## config.mk

```make
export PLATFORM = sky130hd
export DESIGN_NAME = pc_sequencer_flat
export DESIGN_NICKNAME = d
export VERILOG_FILES = /design/src/rtl/kgp_pkg.sv /design/src/rtl/pc_sequencer_if.sv /design/src/rtl/next_pc_sel.sv /design/src/rtl/pc_sequencer.sv /design/src/flat_wrapper.sv
export SDC_FILE = /design/constraint.sdc
export NUM_CORES = 1
export LEC_CHECK = 0
export CAP_MARGIN = 5
export CORE_ASPECT_RATIO = 1.5
export CORE_MARGIN = 2
export CORE_UTILIZATION = 47
export CTS_BUF_LIST = sky130_fd_sc_hd__clkbuf_2 sky130_fd_sc_hd__clkbuf_4 sky130_fd_sc_hd__clkbuf_8
export DETAILED_ROUTE_END_ITERATION = 7
export GPL_TIMING_DRIVEN = 0
export PLACE_DENSITY = 0.8
export SLEW_MARGIN = 20
export SYNTH_ARGS = -nofsm -noshare
export SYNTH_HDL_FRONTEND = slang
export SYNTH_SLANG_ARGS = --single-unit
```

## constraint.sdc

```tcl
create_clock -name clk -period 2.2 [get_ports clk]
set_clock_uncertainty 0.05 [all_clocks]
set_input_delay 0.44 -clock clk [delete_from_list [all_inputs] [get_ports clk]]
set_output_delay 0.44 -clock clk [all_outputs]
set_load 0.01 [all_outputs]
```

## src/rtl/kgp_pkg.sv

```systemverilog
// kgp_pkg: shared definitions for the KGP-RISC fetch sequencer.
// Holds the datapath width, default reset/increment values and the
// sequencer state encoding used by the top and by anything observing
// its debug state output.
package kgp_pkg;

   localparam int KGP_XLEN = 32;

   localparam logic [KGP_XLEN-1:0] DEFAULT_RESET_PC = 32'h0000_0000;
   localparam logic [KGP_XLEN-1:0] DEFAULT_PC_INC   = 32'd1;

   typedef enum logic [2:0] {
      IDLE   = 3'd0,
      FETCH  = 3'd1,
      WAIT   = 3'd2,
      ISSUE  = 3'd3,
      HALTED = 3'd4
   } state_t;

endpackage

```

## src/rtl/pc_sequencer_if.sv

```systemverilog
// pc_sequencer_if: instruction-memory read port plus the fetch-to-execute
// handshake of the KGP-RISC fetch sequencer.
//
// Handshake: instr/instr_valid form a valid/ack pair. While instr_valid=1
// the sequencer holds instr (and its pc) stable; a transfer happens on a
// rising edge where instr_valid=1 and instr_ack=1. redirect, redirect_pc
// and halt_req are only meaningful on that transfer edge.
//
//   imem_en      sequencer -> memory  read enable
//   imem_addr    sequencer -> memory  read address (word address)
//   imem_data    memory -> sequencer  read data, one cycle after imem_en
//   instr        sequencer -> execute instruction held for execute
//   instr_valid  sequencer -> execute instr is valid
//   instr_ack    execute -> sequencer instr consumed
//   redirect     execute -> sequencer taken branch/jump
//   redirect_pc  execute -> sequencer branch/jump target
//   halt_req     execute -> sequencer stop after this instruction
interface pc_sequencer_if;
   import kgp_pkg::*;

   logic                imem_en;
   logic [KGP_XLEN-1:0] imem_addr;
   logic [KGP_XLEN-1:0] imem_data;
   logic [KGP_XLEN-1:0] instr;
   logic                instr_valid;
   logic                instr_ack;
   logic                redirect;
   logic [KGP_XLEN-1:0] redirect_pc;
   logic                halt_req;

   modport master (
      output imem_en, imem_addr, instr, instr_valid,
      input  imem_data, instr_ack, redirect, redirect_pc, halt_req
   );

   modport slave (
      input  imem_en, imem_addr, instr, instr_valid,
      output imem_data, instr_ack, redirect, redirect_pc, halt_req
   );

endinterface

```

## src/rtl/next_pc_sel.sv

```systemverilog
// next_pc_sel: combinational next-fetch-address selection.
//   pc           address of the instruction being retired
//   redirect     take the branch/jump target instead of falling through
//   redirect_pc  branch/jump target, used verbatim (no alignment check)
//   next_pc      next fetch address; pc+PC_INC wraps modulo 2^32
module next_pc_sel
   import kgp_pkg::*;
#(
   parameter logic [KGP_XLEN-1:0] PC_INC = DEFAULT_PC_INC
) (
   input  logic [KGP_XLEN-1:0] pc,
   input  logic                redirect,
   input  logic [KGP_XLEN-1:0] redirect_pc,
   output logic [KGP_XLEN-1:0] next_pc
);

   always_comb begin
      next_pc = pc + PC_INC;
      if (redirect) next_pc = redirect_pc;
   end

endmodule

```

## src/rtl/pc_sequencer.sv

```systemverilog
// pc_sequencer: fetch sequencer for the KGP-RISC core. Owns the program
// counter, reads instruction memory, presents each instruction to execute
// over a valid/ack handshake, follows branch redirects and stops on halt.
//   clk, reset   rising-edge clock, synchronous active-high reset
//   run          start fetching (only looked at in IDLE)
//   bus          memory read port and execute handshake (master side)
//   pc           address of the instruction currently in bus.instr
//   halted       sequencer has stopped; only reset leaves this
//   retire_cnt   number of acknowledged instructions, wraps at 2^32
//   dbg_state    current sequencer state
module pc_sequencer
   import kgp_pkg::*;
#(
   parameter logic [KGP_XLEN-1:0] RESET_PC = DEFAULT_RESET_PC,
   parameter logic [KGP_XLEN-1:0] PC_INC   = DEFAULT_PC_INC
) (
   input  logic                clk,
   input  logic                reset,
   input  logic                run,
   pc_sequencer_if.master      bus,
   output logic [KGP_XLEN-1:0] pc,
   output logic                halted,
   output logic [KGP_XLEN-1:0] retire_cnt,
   output state_t              dbg_state
);

   state_t              state;
   state_t              state_next;
   logic [KGP_XLEN-1:0] fetch_pc;
   logic [KGP_XLEN-1:0] instr_q;
   logic [KGP_XLEN-1:0] next_fetch_pc;
   logic                ack_take;

   next_pc_sel #(.PC_INC(PC_INC)) u_next_pc_sel (
      .pc          (pc),
      .redirect    (bus.redirect),
      .redirect_pc (bus.redirect_pc),
      .next_pc     (next_fetch_pc)
   );

   always_ff @(posedge clk) begin
      if (reset) state <= IDLE;
      else       state <= state_next;
   end

   always_comb begin
      state_next      = state;
      bus.imem_en     = 1'b0;
      bus.instr_valid = 1'b0;
      halted          = 1'b0;
      ack_take        = 1'b0;
      unique case (state)
         IDLE: begin
            if (run) state_next = FETCH;
         end
         FETCH: begin
            bus.imem_en = 1'b1;
            state_next  = WAIT;
         end
         WAIT: begin
            state_next = ISSUE;
         end
         ISSUE: begin
            bus.instr_valid = 1'b1;
            ack_take        = bus.instr_ack;
            if (bus.instr_ack) state_next = bus.halt_req ? HALTED : FETCH;
         end
         HALTED: begin
            halted = 1'b1;
         end
         default: begin
            state_next = IDLE;
         end
      endcase
   end

   // fetch_pc doubles as the registered read address: it only changes on
   // an ack edge, so it is stable through the following FETCH and WAIT.
   always_ff @(posedge clk) begin
      if (reset) begin
         fetch_pc   <= RESET_PC;
         pc         <= RESET_PC;
         instr_q    <= '0;
         retire_cnt <= '0;
      end else begin
         if (state == WAIT) begin
            instr_q <= bus.imem_data;
            pc      <= fetch_pc;
         end
         if (ack_take) begin
            retire_cnt <= retire_cnt + 32'd1;
            // A halting instruction keeps fetch_pc; redirect is dropped.
            if (!bus.halt_req) fetch_pc <= next_fetch_pc;
         end
      end
   end

   assign bus.imem_addr = fetch_pc;
   assign bus.instr     = instr_q;
   assign dbg_state     = state;

endmodule

```

## src/flat_wrapper.sv

```systemverilog
// flat-port wrapper written by rule: the top's interface ports become plain ports
module pc_sequencer_flat import kgp_pkg::*;
#(
   parameter logic [KGP_XLEN-1:0] RESET_PC = DEFAULT_RESET_PC,
   parameter logic [KGP_XLEN-1:0] PC_INC   = DEFAULT_PC_INC
)
  (clk, reset, run, pc, halted, retire_cnt, dbg_state, bus_imem_en, bus_imem_addr, bus_instr, bus_instr_valid, bus_imem_data, bus_instr_ack, bus_redirect, bus_redirect_pc, bus_halt_req);
  pc_sequencer_if bus_i ();
  input  logic clk;
  input  logic reset;
  input  logic run;
  output logic [KGP_XLEN-1:0] pc;
  output logic halted;
  output logic [KGP_XLEN-1:0] retire_cnt;
  output state_t dbg_state;
  output wire logic [$bits(bus_i.imem_en)-1:0] bus_imem_en;
  output wire logic [$bits(bus_i.imem_addr)-1:0] bus_imem_addr;
  output wire logic [$bits(bus_i.instr)-1:0] bus_instr;
  output wire logic [$bits(bus_i.instr_valid)-1:0] bus_instr_valid;
  input wire logic [$bits(bus_i.imem_data)-1:0] bus_imem_data;
  input wire logic [$bits(bus_i.instr_ack)-1:0] bus_instr_ack;
  input wire logic [$bits(bus_i.redirect)-1:0] bus_redirect;
  input wire logic [$bits(bus_i.redirect_pc)-1:0] bus_redirect_pc;
  input wire logic [$bits(bus_i.halt_req)-1:0] bus_halt_req;
  assign bus_imem_en = bus_i.imem_en;
  assign bus_imem_addr = bus_i.imem_addr;
  assign bus_instr = bus_i.instr;
  assign bus_instr_valid = bus_i.instr_valid;
  assign bus_i.imem_data = bus_imem_data;
  assign bus_i.instr_ack = bus_instr_ack;
  assign bus_i.redirect = bus_redirect;
  assign bus_i.redirect_pc = bus_redirect_pc;
  assign bus_i.halt_req = bus_halt_req;
  pc_sequencer #(.RESET_PC(RESET_PC), .PC_INC(PC_INC)) u_core (.clk(clk), .reset(reset), .run(run), .bus(bus_i), .pc(pc), .halted(halted), .retire_cnt(retire_cnt), .dbg_state(dbg_state));
endmodule
```

==> results of run 1 <==
-- stage by stage --
step	TNS (ns)	cells
5_1_grt	-0.0348	1128
3_3_place_gp	-12.86	1099
6_report	0	1128
2_1_floorplan	0	744
4_1_cts	0	1129
3_5_place_dp	-13.36	1099
-- cells in the final DEF, fill, tap and decap left out, types with 10 or more instances in the layout --
cell and n:
a21oi_1 102, and3_1 12, buf_1 10, clkbuf_1 28
clkbuf_8 18, clkdlybuf4s50_1 199, dfxtp_1 125, inv_1 16
nand2_1 165, nand3_1 20, nand4_1 20, nor2_1 42
nor3_1 14, nor4_1 18, o21ai_0 22, o22ai_1 10
xnor2_1 30, xor2_1 22
-- critical path: stages (launching register included) --
cell and delay (ns):
dfxtp_1 0.43, nand4_1 0.30, or3_1 0.57, xor2_1 0.19
a2111oi_0 0.51
-- metal layers --
metal	GRT usage	up-vias	wire length (µm)
met1	0.326	2893	7290
met5	0	-	0
met3	0.0602	49	1340
met4	0.129	0	695
li1	-	2986	-
met2	0.507	267	10100
-- final timing paths --
kind,startpoint,endpoint
setup / recovery,u_core.pc[4]$_SDFFE_PP0P_,u_core.bus.imem_addr[9]$_SDFFE_PP0P_
hold / removal,u_core.bus.instr[0]$_SDFFE_PP0P_,u_core.bus.instr[0]$_SDFFE_PP0P_
setup reg to reg,u_core.pc[4]$_SDFFE_PP0P_,u_core.bus.imem_addr[9]$_SDFFE_PP0P_
hold reg to reg,u_core.bus.instr[0]$_SDFFE_PP0P_,u_core.bus.instr[0]$_SDFFE_PP0P_
-- flip-flops by register name, indices dropped and copies added, names as in the netlist --
name,flops
u_core.retire_cnt,32
u_core.bus.imem_addr,32
u_core.pc,32
u_core.dbg_state,3
u_core.bus.instr,32
-- cell families after synthesis --
logic type / synth area share
AND/OR/NAND/NOR: 0.281
AO/OA/AOI/OAI: 0.136
flip-flops: 0.449
buffers and inverters: 0.0463
XOR/XNOR: 0.0808
adder cells (fa/ha/maj): 0.00429
multiplexers: 0.00172
-- area by class of cell --
class / count / area, µm²
Fill cell: 1011 / 3510
Tap cell: 153 / 191
Timing Repair Buffer: 202 / 2020
Inverter: 16 / 60.1
Sequential cell: 131 / 2640
Clock inverter: 13 / 208
Clock buffer: 18 / 248
Multi-Input combinational cell: 544 / 2990
Buffer: 51 / 215
-- cell usage after synthesis (2+ instances only) --
master and instances:
a211oi_1 5, a21oi_1 102, a31oi_1 4, and2_1 3
and3_1 12, and4_1 6, buf_1 12, buf_2 6
clkbuf_1 34, dfxtp_1 131, ha_1 2, inv_1 16
nand2_1 166, nand2b_1 4, nand3_1 20, nand3_2 2
nand3b_1 4, nand4_1 20, nand4_2 2, nand4b_1 2
nor2_1 44, nor3_1 15, nor3b_1 4, nor4_1 20
o211ai_1 2, o21ai_0 22, o22ai_1 10, or3_1 7
xnor2_1 30, xor2_1 22
-- power by group through the flow --
stage | Combinational [mW] | Clock (mW) | Sequential (mW)
2_1_floorplan | 0.199 | 0 | 2.52
3_3_place_gp | 0.536 | 0 | 2.50
5_1_grt | 0.581 | 2.47 | 2.45
4_1_cts | 0.540 | 2.38 | 2.45
3_5_place_dp | 0.536 | 0 | 2.50
6_report | 0.541 | 2.36 | 2.44
==> reports/results.ini, run 1 <==
[route]
antenna_left=0
drt-total-wl_um=19400
first_pass_iters=5
first_iter_violations=372
via_count=6195
route.detailed.drc=0
vias_per_cell=5.49
wl_per_cell_um=17.2

[timing]
min_period_ns=2.20
setup_slack_ns=0.00221
rsz0062_at_grt=true
hold_viol=0
period_share=0.999
max_freq_ghz=0.455
finalMaxSlewViolations=0
maxSlewHeadroom=0.548
hold_ws_ns=0.405
tightest_slew_ns=0.675
setup_viol=0

[power]
vdd_ir_drop_max_v=0.000504
p_switching_mw=1.30
p_comb_frac=0.101
power.total_mw=5.35
p_sw_frac=0.244
p_leak_nw=2.85
p_int_mw=4.05
seq_power_share=0.457
clockPowerShare=0.442
cellPowerDensity_mw_per_mm2=624

[placed_design]
dp_hpwl_um=13800
pre_cts_slack_ns=-0.374
finalWeightedCongestion=0.920
io_buffer_count=202
place_area_mm2=0.00805

[yosys]
synth-seq-cells=131
synth_top_area_frac=0.449
ys_warn_count=0
ys.flop_type=dfxtp_1
yosysTopAreaCell=dfxtp_1
synthTopCellsByArea=dfxtp_1 (45%), nand2_1 (11%), a21oi_1 (8.7%)
syn_inst=744
synth_nets=816
synth-edff-count=0
syn_area_mm2=0.00583
synthArstFlopShare=0
postSynthAreaPerCell_um2=7.84
ys_seq_area_frac=0.449
synthDistinctLibCells=45

[clock_network]
cts.sinks=131
cts.clk_slew.worst_paths_ns=0.08
post-cts-setup-buffers=0
cts_root_buffer=clkbuf_8
clock_latency_ns=0.44
cts-buffers-inserted=17
htreeDepth=4
ctsHoldBuffers=0
ctsResizeCount=11
clk_path_buf_depth=2
cts_tree=done

[cells_and_area]
num_antenna_cells=0
finalInstanceArea_mm2=0.00857
final_nets=1035
layout-drive-gt1-share=0.0697
fin_util=0.710
areaGrowthSynthToFinish_pct=46.9

[setup_path]
setup.worst_path.start_class=flop
cp-end-kind=flop
cp_data_required_time_ns=2.44
path_class=flop to flop
reg2regPathDepth=4
crit_arrival_ns=2.44
ff2ff_setup_slack_ns=0.002
crit_fanout=5

[grt]
grt.overflow.total=0
grt_pass1_vias=5807
grt_pass1_wl_um=29900
grt_max_degree=17
grt.total_usage=0.287
antenna_found_initial=0

[outcome]
outcome=finished, final reports clean

[floorplan]
dieHeight_um=140
die_w_um=95.0
start_util=0.483
ios=204
row_count=49
die_area_mm2=0.0133
core_area_mm2=0.0121

[min_path]
min_path_cells=2
min-delay-path-class=flop to flop

[job]
maxCapViolations=0

No activity file was read; power rests on OpenSTA's default activity.
==> run 2, diff against run 1 <==
--- a/config.mk
+++ b/config.mk
@@ -13,7 +13,7 @@
 export DETAILED_ROUTE_END_ITERATION = 7
 export GPL_TIMING_DRIVEN = 0
 export PLACE_DENSITY = 0.8
-export SLEW_MARGIN = 20
+export SLEW_MARGIN = 10
 export SYNTH_ARGS = -nofsm -noshare
 export SYNTH_HDL_FRONTEND = slang
 export SYNTH_SLANG_ARGS = --single-unit
==> results of run 2 <==
Final layout, timing and power as in run 1 (identical DEF).
==> run 3, diff against run 2 <==
--- a/config.mk
+++ b/config.mk
@@ -7,7 +7,6 @@
 export LEC_CHECK = 0
 export CAP_MARGIN = 5
 export CORE_ASPECT_RATIO = 1.5
-export CORE_MARGIN = 2
 export CORE_UTILIZATION = 47
 export CTS_BUF_LIST = sky130_fd_sc_hd__clkbuf_2 sky130_fd_sc_hd__clkbuf_4 sky130_fd_sc_hd__clkbuf_8
 export DETAILED_ROUTE_END_ITERATION = 7
==> reports/results.ini, run 3 (synthesis results as in run 1) <==
[route]
via_count=6228  ; +0.53%
antenna_left=0  ; unchanged
first_pass_iters=6  ; +1
route.detailed.drc=0  ; unchanged
wl_per_cell_um=16.8  ; -2.7%
drt-total-wl_um=18900  ; -2.7%
first_iter_violations=415  ; +12%
vias_per_cell=5.52  ; +0.53%

[timing]
rsz0062_at_grt=true
hold_ws_ns=0.404  ; -0.000447 ns
setup_viol=0  ; unchanged
hold_viol=0  ; unchanged
maxSlewHeadroom=0.561  ; +0.0133
period_share=0.969  ; -0.0300
fin_tns_setup_ns=0  ; unchanged
max_freq_ghz=0.469  ; +3.1%
tightest_slew_ns=0.655  ; -0.0199 ns
setup_slack_ns=0.0682  ; +0.0660 ns
finalMaxSlewViolations=0  ; unchanged
min_period_ns=2.13  ; -0.0660 ns

[floorplan]
die_area_mm2=0.0129  ; -3.5%
row_count=49  ; unchanged
core_area_mm2=0.0120  ; -0.51%
die_w_um=93.0  ; -2.1%
dieHeight_um=138  ; -1.4%
ios=204  ; unchanged
start_util=0.486  ; +0.00246

[placed_design]
finalWeightedCongestion=0.899  ; -2.3%
dp_hpwl_um=13800  ; -0.39%
pre_cts_slack_ns=-0.409  ; -0.0349 ns
io_buffer_count=202  ; unchanged

[clock_network]
cts_tree=done
cts.clk_slew.worst_paths_ns=0.08  ; about the same
htreeDepth=4  ; unchanged
cts_root_buffer=clkbuf_8
ctsHoldBuffers=0  ; unchanged
post-cts-setup-buffers=0  ; unchanged
cts.sinks=131  ; unchanged
clock_latency_ns=0.45  ; about the same
clk_path_buf_depth=2  ; unchanged
cts-buffers-inserted=17  ; unchanged

[cells_and_area]
num_antenna_cells=0  ; unchanged
layout-drive-gt1-share=0.0667  ; -0.00308
n_fill_cell=1012  ; +0.099%
final_common_cell=clkdlybuf4s50_1
final_nets=1034  ; -0.097%
areaGrowthSynthToFinish_pct=46.9  ; about the same
mostFrequentLayoutCells=clkdlybuf4s50_1 (199), nand2_1 (166), dfxtp_1 (128)
fin_util=0.713  ; +0.00393

[setup_path]
cp-end-kind=flop
setup.worst_path.start_class=flop
path_class=flop to flop
crit_arrival_ns=2.44  ; about the same
crit_fanout=10  ; +5
cp_data_required_time_ns=2.51  ; +0.07 ns
ff2ff_setup_slack_ns=0.07  ; +0.07 ns

[power]
power.total_mw=5.28  ; -1.3%
cellPowerDensity_mw_per_mm2=616  ; -1.4%
vdd_ir_drop_max_v=0.000479  ; -5.1%
p_leak_nw=2.86  ; +0.10%

[job]
maxCapViolations=0  ; unchanged

[grt]
grt.overflow.total=0  ; unchanged
antenna_found_initial=0  ; unchanged
grt_pass1_vias=5828  ; +0.36%
grt.total_usage=0.294  ; +0.00697
grt_max_degree=17  ; unchanged
grt_pass1_wl_um=29600  ; -1.1%

[min_path]
min-delay-path-class=flop to flop

[outcome]
outcome=finished, final reports clean

==> run 3: worst max-delay path, stage by stage (launching register included) <==
cell,delay (ns)
dfxtp_1,0.48
and4b_1,0.24
buf_4,0.17
nand2b_1,0.07
buf_2,0.23
buf_1,0.49
a21oi_1,0.14
o22ai_1,0.17
==> run 3: layer usage <==
layer	track usage	part of all wire	vias up
met5	0	0	-
met4	0.165	0.048	0
met3	0.0803	0.077	71
met2	0.505	0.50	290
met1	0.321	0.37	2870
li1	-	-	2997
==> run 3: area by class of cell <==
class                           instances  area (µm²)  area share
Multi-Input combinational cell        544        3010       0.351
Sequential cell                       131        2630       0.307
Timing Repair Buffer                  202        2020       0.235
Clock buffer                           20         269      0.0314
Buffer                                 50         213      0.0248
Tap cell                              153         191      0.0223
Clock inverter                         12         180      0.0210
Inverter                               16        60.1     0.00701
==> run 3: report_power, final <==
part,internal (mW),total (mW),switching [mW]
sequential,2.42,2.44,0.0283
combinational,0.257,0.539,0.282
clock,1.31,2.29,0.983
total,3.98,5.28,1.29
==> run 3: worst paths after layout <==
path,startpoint,endpoint,cells past startpoint
worst max-delay path,u_core.dbg_state[2]$_SDFFE_PP0P_,u_core.bus.imem_addr[27]$_SDFFE_PP0P_,7
worst min-delay path,u_core.bus.instr[30]$_SDFFE_PP0P_,u_core.bus.instr[30]$_SDFFE_PP0P_,2
worst max register to register,u_core.dbg_state[2]$_SDFFE_PP0P_,u_core.bus.imem_addr[27]$_SDFFE_PP0P_,7
worst min register to register,u_core.bus.instr[30]$_SDFFE_PP0P_,u_core.bus.instr[30]$_SDFFE_PP0P_,2
==> run 3: per-stage QoR <==
| step | cells | area [µm²] |
|---|---|---|
| after floorplan | 744 | 5830 |
| after global placement | 1099 | 8050 |
| after detailed placement | 1099 | 8050 |
| after CTS | 1130 | 8510 |
| after global routing | 1128 | 8570 |
| final | 1128 | 8570 |
==> run 3: timing repair <==
item                                    in CTS  in global routing
pin swaps                                    0                  0
endpoints found under the setup margin      18                 58
resized for setup                           10                 21
==> RTL edit 1 (flow settings as in run 3) <==
`KGP_XLEN`: 32 -> 40.
--- a/src/rtl/kgp_pkg.sv
+++ b/src/rtl/kgp_pkg.sv
@@ -5,5 +5,5 @@
 package kgp_pkg;
 
-   localparam int KGP_XLEN = 32;
+   localparam int KGP_XLEN = 40;
 
    localparam logic [KGP_XLEN-1:0] DEFAULT_RESET_PC = 32'h0000_0000;
Ports: changed (6 resized); port bits go from 204 to 252. No check against the original RTL was run, so the function may have changed too.
==> RTL edit 1 against run 3 <==
  * Count of clock-buffer cells in the layout fell by 1
  * Wire length up 27%
  * Sequential share of layout area increased by 0.24 points
  * Combinational power up 19%
  * Utilization shrank 1.6 points
  * Total power is 11% higher
  * Worst setup slack got worse by 0.0017 ns
  * Worst hold slack better by 0.0025 ns
  * Synthesized area rose by 25%
  * Sequential cell count rose by 32
  * Cell area up 23%
==> RTL edit 1: results (changes against run 3) <==
Status:
- The run finished with clean final reports.

Placement:
- The worst slack after detailed placement is -0.631 ns (-0.222 ns).
- The count of buffers inserted at the top-level ports is 249 (+23%).
- The post-DP HPWL is 17400 um (+26%).
- The final weighted congestion of routability-driven global placement is 0.829 (-7.8%).
- The number of placed instances, taps included is 1360 (+24%).

Detailed routing:
- The violation count after the first detailed-routing iteration came to 359 (-13%).
- The average detailed-routed wire length per instance is 17.1 um (+2.4%).
- The number of iterations in the first detailed-routing pass was 5 (-1).
- The total wire length is 24000 um (+27%).
- The overall via count from detail_route is 7725 (+24%).

Setup path:
- The worst-path cell with the longest stage delay is sky130_fd_sc_hd__nor4_4.
- The most critical setup path has its endpoint at u_core.bus.imem_addr[18]$_SDFFE_PP0P_.
- The largest fanout on the critical path is 6 (-4).
- The top cell family by delay on the critical path is simple AND/OR/NAND/NOR gates.
- The endpoint arrival time on the critical path is 2.39 ns (-0.05 ns).
- The startpoint identified for the worst register-to-register timing path is u_core.pc[0]$_SDFFE_PP0P_.

STA:
- The measured slew at the worst slew-check pin is 0.714 ns (+0.0591 ns).
- The post-route worst hold slack is 0.407 ns (+0.00249 ns).
- The final worst-path setup slack came to 0.0666 ns (-0.00166 ns).

Logic synthesis:
- The net count of the mapped netlist is 1000 (+23%).
- By area the synthesized netlist is led by sky130_fd_sc_hd__dfxtp_1 45%, sky130_fd_sc_hd__nand2_1 10%, sky130_fd_sc_hd__a21oi_1 8.5%.
- The commonest cells after synthesis are 201 x sky130_fd_sc_hd__nand2_1, 163 x sky130_fd_sc_hd__dfxtp_1, 123 x sky130_fd_sc_hd__a21oi_1.
- The number of distinct standard cells referenced by the synthesized netlist is 44 (-2.2%).
- The total of warnings raised by yosys is 0 (unchanged).
- The sequential-to-total area share from yosys stat was 44.9% (-0.092 points).

Min path:
- The endpoint with the worst hold slack is u_core.bus.instr[2]$_SDFFE_PP0P_.

Global routing:
- The global routing usage summed across all routing layers is 29.7% (+0.29 points).
- The maximum number of pins on one net before global-route repair was 20 (+3).
- The met3 routing resource usage after global routing is 7.54% (-0.49 points).
- The met2 global-route usage was 53.9% (+3.4 points).
- The routing usage on met1 is 31.8% (-0.33 points).
- The wire length of the first global-routing pass is 37900 um (+28%).

Finish:
- The net total in the final layout is 1271 (+23%).
- The filler cell count in the final layout is 1285 (+27%).
- The share of layout cells above drive strength 1 is 6.61% (-0.061 points).

Clock network:
- The number of buffers inserted to repair setup after CTS is 2 (+2).
- The cell at the root of the clock tree is sky130_fd_sc_hd__clkbuf_8.
- The number of instances resized during post-cts repair is 9 (-1).

Power and ir drop:
- The leakage power figure was 3.59 nW (+26%).
- The highest ir drop seen on vdd is 441 uV (-7.9%).
## RTL edit 1: cell count changes after synthesis, sizes merged, moves of 6 or more
cell,change
clkbuf,+16
nor2,+6
xnor2,+11
and3,+18
dfxtp,+32
nor3,+6
a21oi,+21
nand3,+8
nand2,+35
o22ai,+11
nand4,+6
## RTL edit 1: layout make-up
cell class | count | share of cell area, %
sequential | 163 | 30.9
buffer | 64 | 2.75
inverter | 16 | 0.569
timing repair buffer | 253 | 24.2
multi-input combinational | 668 | 35.5
clock buffer | 19 | 2.42
tap | 199 | 2.36
antenna | 2 | 0.0474
clock inverter | 13 | 1.22
## RTL edit 1: logic make-up (layout without fill, tap and decap cells)
logic type               after synthesis  in the layout  share of synthesized area (%)
AO/OA/AOI/OAI                        180            180                           13.4
other                                  0              2                              0
buffers and inverters                 81            365                           4.71
flip-flops                           163            163                           44.9
adder cells (fa/ha/maj)                2              2                          0.344
multiplexers                           1              1                          0.138
XOR/XNOR                              69             69                           8.31
AND/OR/NAND/NOR                      416            416                           28.2
## RTL edit 1: report_power, final
| part | switching, mW | internal [mW] | total (mW) | leakage, nW |
|---|---|---|---|---|
| clock network | 1.21 | 0.957 | 2.17 | 0.190 |
| registers | 0.0358 | 3.01 | 3.04 | 1.32 |
| logic | 0.335 | 0.305 | 0.639 | 2.08 |
## RTL edit 1: per-stage QoR
| step | util [%] | total power [mW] | cell area, um^2 |
|---|---|---|---|
| floorplan | - | 3.37 | 7270 |
| global placement | 66.2 | 3.74 | 10000 |
| detailed placement | 66.2 | 3.75 | 10000 |
| CTS | 69.0 | 5.86 | 10400 |
| global route | 69.7 | 6.05 | 10600 |
| finish | 69.7 | 5.85 | 10600 |
==> RTL edit 2 (flow settings as in run 3) <==
Without the edit above. Make the reset (`reset`) asynchronous in 2 clocked blocks. Comments in the files are not updated.
--- a/src/rtl/pc_sequencer.sv
+++ b/src/rtl/pc_sequencer.sv
@@ -39,5 +39,5 @@
    );
 
-   always_ff @(posedge clk) begin
+   always_ff @(posedge clk or posedge reset) begin
       if (reset) state <= IDLE;
       else       state <= state_next;
@@ -77,5 +77,5 @@
    // fetch_pc doubles as the registered read address: it only changes on
    // an ack edge, so it is stable through the following FETCH and WAIT.
-   always_ff @(posedge clk) begin
+   always_ff @(posedge clk or posedge reset) begin
       if (reset) begin
          fetch_pc   <= RESET_PC;
Formal check against the unedited RTL: differs if reset is asserted again (counterexample within 4 cycles, from zero or initial values and one cycle with reset high); with reset held inactive, the same outputs for 10 cycles.
==> RTL edit 2 against run 3 <==
  * Cell area up 1.5%
  * Sequential cell count unchanged
  * Cell count down 18%
  * Synthesized area up 3.2%
  * Worst hold slack worse by 0.091 ns
  * Critical path depth down 1
  * Worst setup slack better by 0.030 ns
  * Wire length down 13%
  * Utilization down 1.8 points
  * Critical endpoint is now u_core.bus.imem_addr[29]$_DFFE_PP0P_
  * Largest cell class is now sequential cells
Power is not compared: it rests on default switching activity, and its combinational part moved more than twofold at a synthesized area within 25%.
==> RTL edit 2: results (changes against run 3) <==
Status:
- The flow ran to the end, and the final reports show no timing, DRC or antenna violations.

Clock network:
- The number of CTS-inserted buffers is 17 (unchanged).
- The CTS H-tree depth came to 4 (unchanged).
- The cell at the root of the clock tree is sky130_fd_sc_hd__clkbuf_8.
- For the worst-skew pair, the clock arrives at the later sink with an insertion delay of 0.44 ns.
- The clock slew seen by the registers of the worst setup and hold paths is 0.08 ns (about the same).
- The maximum buffer depth of the clock tree is 2 (unchanged).

Setup path:
- The top cell family by delay on the critical path is simple AND/OR/NAND/NOR gates.
- The reg-to-reg setup timing slack is 0.1 ns (+0.03 ns).
- The endpoint arrival time on the critical path was 2.34 ns (-0.10 ns).
- The maximum cell stage delay along the critical path came to 0.45 ns (-0.04 ns).
- The largest fanout on the critical path was 10 (unchanged).
- The worst-path cell with the longest stage delay is sky130_fd_sc_hd__dfrtp_1.

Logic synthesis:
- The net count of the mapped netlist was 601 (-26%).
- The area share of the largest cell type after synthesis is 54.4% (+9.5 points).
- The share of flip-flops with an asynchronous set or reset after synthesis was 100% (+100 points).
- Yosys attributes the largest share of cell area to sky130_fd_sc_hd__dfrtp_1 54%, sky130_fd_sc_hd__mux2_2 10%, sky130_fd_sc_hd__xnor2_1 7.1%.
- The total of warnings raised by yosys was 0 (unchanged).
- The number of distinct standard cells referenced by the synthesized netlist came to 40 (-11%).
- The sequential-to-total area share from yosys stat came to 54.4% (+9.5 points).
- The average cell area after synthesis is 11.4 um^2 (+45%).
- By count the netlist is led by 131 x sky130_fd_sc_hd__dfrtp_1, 56 x sky130_fd_sc_hd__mux2_2, 49 x sky130_fd_sc_hd__xnor2_1.

Finish:
- The diode insertion count for antenna repair is 0 (unchanged).
- The share of layout cells above drive strength 1 is 16.8% (+10 points).
- The filler cell count in the final layout is 935 (-7.6%).
- The net total in the final layout is 826 (-20%).

STA:
- The achievable clock frequency is 476 MHz (+1.4%).
- The post-route worst hold slack is 0.313 ns (-0.0915 ns).
- The measured slew at the worst slew-check pin is 0.572 ns (-0.0832 ns).

Placement:
- The final weighted congestion of routability-driven global placement is 0.837 (-6.9%).
- The post-DP HPWL is 12300 um (-11%).
- The worst slack after detailed placement came to -0.391 ns (+0.0185 ns).
- The number of placed instances, taps included is 890 (-19%).
- The count of buffers inserted at the top-level ports came to 202 (unchanged).
- The area of placed instances came to 8300 um^2 (+3.2%).

Global routing:
- The global routing usage summed across all routing layers was 25.5% (-3.9 points).
- The maximum number of pins on one net before global-route repair is 40 (+23).
- The number of antenna violations at the first check in global routing is 0 (unchanged).
- The wire length of the first global-routing pass is 25900 um (-12%).
- The number of global-route vias before repair came to 5085 (-13%).

Detailed routing:
- The overall via count from detail_route is 5006 (-20%).
- The number of iterations in the first detailed-routing pass is 5 (-1).
- The violation count after the first detailed-routing iteration came to 258 (-38%).
- The average detailed-routed wire length per instance is 17.8 um (+6.2%).
- The number of vias per cell after detailed routing is 5.42 (-1.8%).

Power and ir drop:
- The net switching share of the total power is 35.5%.
- The highest ir drop seen on vdd is 966 uV.
- For this design the static power due to leakage is 3.61 nW.

Min path:
- The worst hold path class is primary input to async pin.
-- RTL edit 2: cell count changes after synthesis, sizes merged, moves of 11 or more --
cell and change:
dfrtp +131, dfxtp -131, nand2 -125, a21oi -76
mux2 +60, clkbuf -19, xnor2 +18, nor4 -16
xor2 -11
-- RTL edit 2: logic make-up after synthesis --
family                     Yosys count  synth area share, %
and+or+nand+nor                    165                 15.6
DFF                                131                 54.4
AOI/OAI and AO/OA                   68                 6.07
muxes                               64                 11.9
xor gates and xnor gates            60                 8.73
buffers and inverters               39                 2.83
adders and majority gates            2                0.415
-- RTL edit 2: repair_timing --
| item | 4_1_cts | 5_1_grt |
|---|---|---|
| pin swaps | 0 | 1 |
| buffers inserted | 0 | 1 |
| cloned | 0 | 0 |
| resized for setup | 5 | 5 |
| endpoints found under the setup margin | 15 | 22 |
-- RTL edit 2: path summary, 6_finish.rpt --
check                      depth (start not counted)                              endpoint                               from
hold / removal                                     2       u_core.bus.instr[0]$_DFFE_PP0P_                              reset
setup / recovery                                   6  u_core.bus.imem_addr[29]$_DFFE_PP0P_           u_core.pc[9]$_DFFE_PP0P_
hold reg to reg                                    1     u_core.retire_cnt[30]$_DFFE_PP0P_  u_core.retire_cnt[30]$_DFFE_PP0P_
min in group clk                                   1     u_core.retire_cnt[30]$_DFFE_PP0P_  u_core.retire_cnt[30]$_DFFE_PP0P_
setup reg to reg                                   6  u_core.bus.imem_addr[29]$_DFFE_PP0P_           u_core.pc[9]$_DFFE_PP0P_
max in group asynchronous                          4  u_core.bus.imem_addr[18]$_DFFE_PP0P_                              reset
-- RTL edit 2: metal layers --
layer  part of all wire (%)  global-route usage [%]  wire, um  vias to the layer above
met2                     53                    45.0      8740                      192
met3                    5.4                    6.36       886                       30
li1                       -                       -         -                     2301
met4                    2.8                    11.2       462                        0
met5                      0                       0         0                        -
met1                     38                    28.7      6320                     2483
-- RTL edit 2: area by class of cell --
| type | count | area (um^2) | area share (%) |
|---|---|---|---|
| tap | 156 | 195 | 2.24 |
| buffer | 29 | 140 | 1.61 |
| sequential | 131 | 3280 | 37.7 |
| clock inverter | 13 | 100 | 1.15 |
| timing repair buffer | 206 | 2090 | 24.0 |
| inverter | 10 | 41.3 | 0.475 |
| multi-input combinational | 359 | 2590 | 29.8 |
| clock buffer | 19 | 262 | 3.01 |
-- RTL edit 2: power groups by stage --
stage                     combinational, mW  sequential, mW  clock, mW
after floorplan                        2.00            4.52          0
after global placement                 4.85            4.18          0
after detailed placement               4.99            4.25          0
after CTS                              5.04            4.21       1.89
after global routing                   5.33            4.35       1.98
final                                  4.99            4.21       1.85
